`src/rtl/video_syn_polarity_norm.sv`:
```
// Multi-channel sync polarity detector and normaliser: measures high/low phases,
// commits polarity after consecutive agreeing periods, reports period, pulse width and lock.
module video_syn_polarity_norm #(
    parameter int NUM_CH = 2,
    parameter int CNT_W  = 24,
    parameter int VOTE_N = 3
) (
    input  logic                    i_clk,
    input  logic                    i_rst,
    input  logic [NUM_CH-1:0]       i_syn,
    input  logic [NUM_CH-1:0]       i_inv_en,
    output logic [NUM_CH-1:0]       o_syn,
    output logic [NUM_CH-1:0]       o_pol,
    output logic [NUM_CH-1:0]       o_locked,
    output logic [NUM_CH*CNT_W-1:0] o_period,
    output logic [NUM_CH*CNT_W-1:0] o_pulse_len
);

    localparam logic [CNT_W-1:0] CNT_MAX   = {CNT_W{1'b1}};
    localparam logic [3:0]       VOTE_LAST = 4'(VOTE_N - 1);

    for (genvar g = 0; g < NUM_CH; g++) begin : g_ch
        logic             s0, s1, s2;
        logic             pos;
        logic [CNT_W-1:0] hcnt, lcnt;
        logic [CNT_W-1:0] hcnt_d, lcnt_d;
        logic             armed;
        logic [3:0]       hi_v, lo_v;
        logic [CNT_W:0]   ph_h, ph_l, shorter;
        logic [CNT_W+1:0] sum;
        logic [CNT_W-1:0] period_sat, pulse_sat;
        logic             loss;
        logic             pol, locked, syn_out;
        logic [CNT_W-1:0] period, pulse_len;

        assign pos = s1 & ~s2;

        always_comb begin
            hcnt_d = hcnt;
            lcnt_d = lcnt;
            if (pos) begin
                hcnt_d = '0;
                lcnt_d = '0;
            end else if (s1) begin
                if (hcnt != CNT_MAX) hcnt_d = hcnt + CNT_W'(1);
            end else begin
                if (lcnt != CNT_MAX) lcnt_d = lcnt + CNT_W'(1);
            end
        end

        // Loss fires on the same edge a counter reaches all-ones; a pos clears both, so never overlaps.
        assign loss = (hcnt_d == CNT_MAX) || (lcnt_d == CNT_MAX);

        // The pos cycle itself is the first cycle of the high phase, hence the +1.
        assign ph_h       = {1'b0, hcnt} + (CNT_W+1)'(1);
        assign ph_l       = {1'b0, lcnt};
        assign sum        = {1'b0, ph_h} + {1'b0, ph_l};
        assign shorter    = (ph_h < ph_l) ? ph_h : ph_l;
        assign period_sat = (sum > {2'b00, CNT_MAX}) ? CNT_MAX : sum[CNT_W-1:0];
        assign pulse_sat  = shorter[CNT_W] ? CNT_MAX : shorter[CNT_W-1:0];

        always_ff @(posedge i_clk) begin
            if (i_rst) begin
                s0        <= 1'b0;
                s1        <= 1'b0;
                s2        <= 1'b0;
                hcnt      <= '0;
                lcnt      <= '0;
                armed     <= 1'b0;
                hi_v      <= '0;
                lo_v      <= '0;
                pol       <= 1'b0;
                locked    <= 1'b0;
                period    <= '0;
                pulse_len <= '0;
                syn_out   <= 1'b0;
            end else begin
                s0      <= i_syn[g];
                s1      <= s0;
                s2      <= s1;
                hcnt    <= hcnt_d;
                lcnt    <= lcnt_d;
                syn_out <= (pol & i_inv_en[g]) ? ~s0 : s0;
                if (loss) begin
                    locked <= 1'b0;
                    armed  <= 1'b0;
                    hi_v   <= '0;
                    lo_v   <= '0;
                end else if (pos) begin
                    if (!armed) begin
                        armed <= 1'b1;
                    end else begin
                        period    <= period_sat;
                        pulse_len <= pulse_sat;
                        if (ph_h > ph_l) begin
                            lo_v <= '0;
                            if (hi_v == VOTE_LAST) begin
                                pol    <= 1'b1;
                                locked <= 1'b1;
                                hi_v   <= '0;
                            end else begin
                                hi_v <= hi_v + 4'd1;
                            end
                        end else if (ph_l > ph_h) begin
                            hi_v <= '0;
                            if (lo_v == VOTE_LAST) begin
                                pol    <= 1'b0;
                                locked <= 1'b1;
                                lo_v   <= '0;
                            end else begin
                                lo_v <= lo_v + 4'd1;
                            end
                        end else begin
                            hi_v <= '0;
                            lo_v <= '0;
                        end
                    end
                end
            end
        end

        assign o_syn[g]                      = syn_out;
        assign o_pol[g]                      = pol;
        assign o_locked[g]                   = locked;
        assign o_period[g*CNT_W +: CNT_W]    = period;
        assign o_pulse_len[g*CNT_W +: CNT_W] = pulse_len;
    end

endmodule

```
`config.mk`:
```
export PLATFORM = sky130hd
export DESIGN_NAME = video_syn_polarity_norm
export DESIGN_NICKNAME = d
export VERILOG_FILES = /design/src/rtl/video_syn_polarity_norm.sv
export SDC_FILE = /design/constraint.sdc
export NUM_CORES = 1
export LEC_CHECK = 0
export BUFFER_PORTS_ARGS = -buffer_cell sky130_fd_sc_hd__buf_2
export CAP_MARGIN = 20
export CORE_MARGIN = 4
export CORE_UTILIZATION = 65
export DETAILED_ROUTE_END_ITERATION = 8
export HOLD_SLACK_MARGIN = 0.1
export MAX_ROUTING_LAYER = met4
export PLACE_DENSITY = 0.85
export REMOVE_ABC_BUFFERS = 1
export SLEW_MARGIN = 10
export SYNTH_ARGS = -nofsm -noshare
export SYNTH_HDL_FRONTEND = slang
export SYNTH_SLANG_ARGS = --single-unit
```
`constraint.sdc`:
```
create_clock -name i_clk -period 10.8 [get_ports i_clk]
set_input_delay 1.08 -clock i_clk [delete_from_list [all_inputs] [get_ports i_clk]]
set_output_delay 1.08 -clock i_clk [all_outputs]
set_load 0.02 [all_outputs]
```
======== Word level (Yosys, flattened, before mapping) ========
Cells that the tools add are included.
word-level totals
  flip-flop bits (word level) ............. 222
  bits in latches ......................... 0
  bits in writable memories ............... 0
  memory bits (read-only) ................. 0
  input bits .............................. 6
  output and inout bits ................... 102
  logic and storage cells ................. 130
  memories kept ........................... 0
operators by class
  add/sub/neg operators ................... 12
  $mul .................................... 0
  div/mod/pow operators ................... 0
  order comparisons ....................... 8
  equal/unequal tests ..................... 14
  shift-type cells ........................ 0
  multiplexer cells ....................... 44
  bitwise operators ....................... 10
  reduce and logical (&&, ||, !) cells .... 16
operator list
  cell                                                              count
  two-way mux 24 bit                                                16
  adder 24 x 1 -> 24 bit (second input constant)                    4
  == test 24 bit (second input constant)                            4
  != test 24 bit (second input constant)                            4
  adder 25 x 24 -> 26 bit                                           2
  greater-than comparator 26 x 24 -> 1 bit (second input constant)  2
  adder 24 x 1 -> 25 bit (second input constant)                    2
  greater-than comparator 24 x 25 -> 1 bit                          2
  greater-than comparator 25 x 24 -> 1 bit                          2
  < comparator 25 x 24 -> 1 bit                                     2
  two-way mux 25 bit                                                2
  two-way mux 4 bit                                                 10
  adder 4 x 1 -> 4 bit (second input constant)                      4
  == test 4 x 2 -> 1 bit (second input constant)                    4
  two-way mux 1 bit                                                 16
  AND reduction 6 bit                                               2
  AND reduction 5 bit                                               2
  nonzero test 2 bit                                                4
  inverter 1 bit                                                    6
  AND reduction 3 bit                                               2
  bitwise AND 1 bit                                                 4
  != test 2 x 1 -> 1 bit (second input constant)                    2
  AND reduction 2 bit                                               2
  OR reduction 2 bit                                                2
  logical OR 1 bit                                                  2

======== Longest topological paths before layout ========
  depth after elaboration ................. 8
  gate-level depth with buffers ........... 21
  depth with buffers taken out ............ 17

======== Worst setup path before layout ========
No wires, ideal clock.
  path type ............................... reg-to-reg
  start ................................... register g_ch[0].hcnt[0]
  end ..................................... register g_ch[0].lo_v[0]
  setup time .............................. 0.131 ns
  arrival ................................. 4.352 ns
  required time ........................... 10.669 ns
  path slack .............................. 6.318 ns
  stages on the path, launching flop included .. 21
  path buffers ............................ 3
  period minus slack after synthesis ...... 4.482 ns
  path through ............................ dfxtp_1 -> ha_1 -> and3_1 -> clkbuf_1 -> nand2_1 -> nor2_1 -> nand3_1 -> xor2_1 -> inv_1 -> ha_1 -> clkbuf_1 -> or4_1 -> nor4b_1 -> nand3_1 -> nor4_1 -> nand2_1 -> o211ai_1 -> clkbuf_1 -> nor3b_1 -> a21oi_1 -> nor2_1
between the ends
  cells in the longest elaborated chain, start to end .. 7
  elaborated cells between the ends (all ways) .. 13
  classes of those cells .................. add/sub (2); order compare (2); eq/ne (2); mux (5); reduce/logical (2)
RTL lines
  what                                                                            RTL line  text
  start, declared                                                                 25        logic [CNT_W-1:0] hcnt, lcnt;
  start signal, assigned                                                          81        hcnt <= hcnt_d;
  parallel branches: the longest is 7 deep, another holds adder 24 x 1 -> 25 bit  -
  end signal, assigned                                                            111       lo_v <= lo_v + 4'd1;
  end, declared                                                                   28        logic [3:0] hi_v, lo_v;
Parallel ways; which one is timed is not known.
A chain may end at the register's enable or synchronous reset.

======== Final worst setup path ========
  start ................................... register g_ch[0].hcnt[0]
  end ..................................... register g_ch[0].pulse_len[13]
between the ends
  cells in the longest elaborated chain, start to end .. 8
  elaborated cells between the ends (all ways) .. 13
  classes of those cells .................. add/sub (2); order compare (1); eq/ne (2); mux (5); bitwise (1); reduce/logical (2)
RTL lines
  what                                                                            RTL line  text
  parallel branches: the longest is 8 deep, another holds adder 24 x 1 -> 25 bit  -
  end signal, assigned                                                            94        pulse_len <= pulse_sat;
  end, declared                                                                   34        logic [CNT_W-1:0] period, pulse_len;
Parallel ways; which one is timed is not known.

==> results.py <==
metrics = {
    "route": {
        "ant_nets": 0,
        "wl_mm": 42.9,
        "vias": 14206,
        "drtPass1Iterations": 6,
        "wl_per_cell_um": 19.5,
        "route.detailed.drc": 0,
        "dr.first_iter.drc_count": 1385,
        "vias_per_cell": 6.46,
    },
    "sta": {
        "max_freq_mhz": 181,
        "slew_headroom_pct": 25.7,
        "fin_ws_ps": 5270,
        "drv_slew": 0,
        "min_period_ps": 5530,
        "fin_crit_sh_pct": 51.2,
        "skew_ps": 13.4,
        "setup_tns_ps": 0,
        "worstMarginPinSlew_ps": 1110,
        "hold_viol_final": 0,
        "setup_viol": 0,
        "rsz0062_at_grt": "no",
    },
    "clock_tree": {
        "cts_tree": "yes",
        "clock_latency_ps": 530,
        "ctsHtreeMaxLevel": 1,
        "cts_buffers": 24,
        "clockBufferDepth": 3,
        "clkTransAtPathRegs_ps": 60,
        "clkSinkCount": 222,
        "root_buffer": "clkbuf_16",
        "holdBufCountCts": 0,
        "post-cts-setup-buffers": 0,
        "cts_resized": 0,
    },
    "yosys": {
        "synth_fa_ha_area_share_pct": 11.0,
        "synth_common_cells": "dfxtp_1, a21oi_1, nor2_1",
        "synth_cells": 1869,
        "yosys-top-cells-area": "dfxtp_1, ha_1, a21oi_1",
        "synth_xor_area_share_pct": 8.30,
        "syn_area_um2": 14700,
        "synthFlopType": "dfxtp_1",
        "synth_top_family_by_area": "simple AND/OR/NAND/NOR gates",
        "syn_area_per_cell_um2": 7.85,
        "synth_top_area_share_pct": 30.3,
        "synth_compound_area_share_pct": 21.2,
        "ys_warn_count": 0,
        "yosysSeqAreaShare_pct": 30.3,
        "yosysMostFrequentCell": "dfxtp_1",
        "synth_enable_flop_cells": 0,
        "synth_cell_types": 85,
        "yosysTopAreaCell": "dfxtp_1",
        "synth-simple-area-share_pct": 22.8,
        "muxShareOfSynthArea_pct": 0.802,
        "synth_seq_cells": 222,
        "ys_async_sr_fraction_pct": 0,
    },
    "place": {
        "place_congestion": 1.10,
        "dpl.hpwl_mm": 31.4,
        "place_ws_ps": 5460,
        "io_buffers": 107,
    },
    "die": {
        "initial_core_util_pct": 66.6,
        "io_pins": 108,
        "design.core.area_um2": 22000,
        "die_area_um2": 25000,
        "die_h_um": 158,
        "die_w_um": 158,
        "num_rows": 54,
    },
    "global_routing": {
        "grt_usage_pct": 34.4,
        "grt_remaining_overflow": 0,
        "grt_pass1_wl_mm": 68.4,
        "antenna_found_initial": 0,
        "grt_max_degree": 65,
        "grt_pass1_vias": 13375,
    },
    "layout": {
        "drive_above_1_share_pct": 11.0,
        "syn2layout_area_growth_pct": 9.29,
        "fin_nets": 2038,
        "nFillCells": 1750,
        "multi_input_area_um2": 9410,
        "ff_latch_area_um2": 4440,
        "diodes": 0,
    },
    "power": {
        "clockPowerShare_pct": 47.4,
        "p_leak_nw": 6.67,
        "power.switching_w": 0.000452,
        "seq_power_share_pct": 45.6,
        "swShare_pct": 24.7,
        "total_power_w": 0.00183,
        "combPwrFrac_pct": 7.0,
        "p_int_w": 0.00138,
        "power.density_nw_per_um2": 114,
        "ir_drop_mv": 0.111,
    },
    "setup_path": {
        "r2r_setup_slack_ps": 5270,
        "arrival_ps": 5900,
        "end_kind": "flop",
        "cp.required_ps": 11170,
        "critPathKind": "reg2reg",
        "start_kind": "flop",
        "critPathMaxFanout": 48,
    },
    "job": {
        "drv_cap": 0,
    },
    "status": {
        "status": "finished, final reports clean",
    },
    "worst_hold_path": {
        "hold_path_class": "reg2reg",
    },
}
==> power groups by stage <==
stage	clock (W)	combinational [W]	sequential, W
finish	0.000868	0.000128	0.000834
floorplan	0	0.0000746	0.000853
global route	0.000910	0.000138	0.000834
global placement	0	0.000122	0.000851
detailed placement	0	0.000125	0.000852
CTS	0.000878	0.000125	0.000834
==> worst paths after layout <==
kind	startpoint	to	cells past startpoint
worst max-delay path	g_ch[0].hcnt[0]	g_ch[0].pulse_len[13]	18
worst min-delay path	g_ch[1].pulse_len[3]	g_ch[1].pulse_len[3]	2
worst max register to register	g_ch[0].hcnt[0]	g_ch[0].pulse_len[13]	18
worst min register to register	g_ch[1].pulse_len[3]	g_ch[1].pulse_len[3]	2
==> registers in the layout, indices dropped and copies added (netlist names) <==
signal	cells
g_ch.pulse_len	48
g_ch.hcnt	48
g_ch.s2	2
g_ch.s1	2
g_ch.pol	2
g_ch.s0	2
g_ch.period	48
g_ch.armed	2
g_ch.lcnt	48
g_ch.locked	2
g_ch.hi_v	8
g_ch.lo_v	8
g_ch.syn_out	2
==> routing by layer <==
metal	vias up	track usage, %	share of wire, %	wire length [um]
met5	-	-	0	0
met4	0	16.1	5.3	2280
met3	140	3.83	6.5	2790
met2	614	59.4	50	21300
met1	6729	40.0	38	16500
li1	6723	-	-	-
==> area by class of cell <==
class                      count  area share (%)
tap                          280            2.18
multi-input combinational   1441            58.7
sequential                   222            27.7
clock inverter                 9           0.866
timing repair buffer         122            4.04
clock buffer                  33            4.33
inverter                      93            2.18
==> stage by stage <==
step / std cells / hold slack [ps] / util, % / instance area [um^2]
floorplan: 1756 / 449 / - / 14200
global placement: 2158 / 452 / 69.0 / 15200
detailed placement: 2158 / 458 / 69.0 / 15200
CTS: 2200 / 469 / 72.8 / 16000
global route: 2200 / 484 / 72.8 / 16000
finish: 2200 / 467 / 72.8 / 16000
==> worst max-delay path: stages (launching register included) <==
cell	delay, ps
dfxtp_1	430
ha_1	290
and3_1	380
nand2_1	150
nor2_1	370
nand3_1	150
xor2_1	400
inv_1	90
ha_1	400
or4_1	530
nor4b_1	330
nand3_1	120
nor4_1	470
nand2_1	110
o211ai_1	210
buf_4	490
a21oi_1	90
a21oi_1	210
o21ai_0	120
==> logic make-up after synthesis <==
family	count (synthesis)
compound gates	499
fa+ha+maj	128
xor+xnor	139
simple gates	664
buf+inv	206
flops	222
mux	11
==> placed cells by master, fill, tap and decap left out, drive strengths merged, types with 24 or more instances in the layout <==
master  Yosys  routed
xnor2      72      72
nand2     124     124
o21ai     134     134
a21oi     189     189
a31oi      24      24
clkbuf     86      33
nor2      172     172
buf        27     122
ha        126     126
xor2       67      67
nand4      39      39
inv        92      92
nand3     115     115
dfxtp     222     222
nor3       46      46
and3       42      42
No activity file was read; power rests on OpenSTA's default activity.
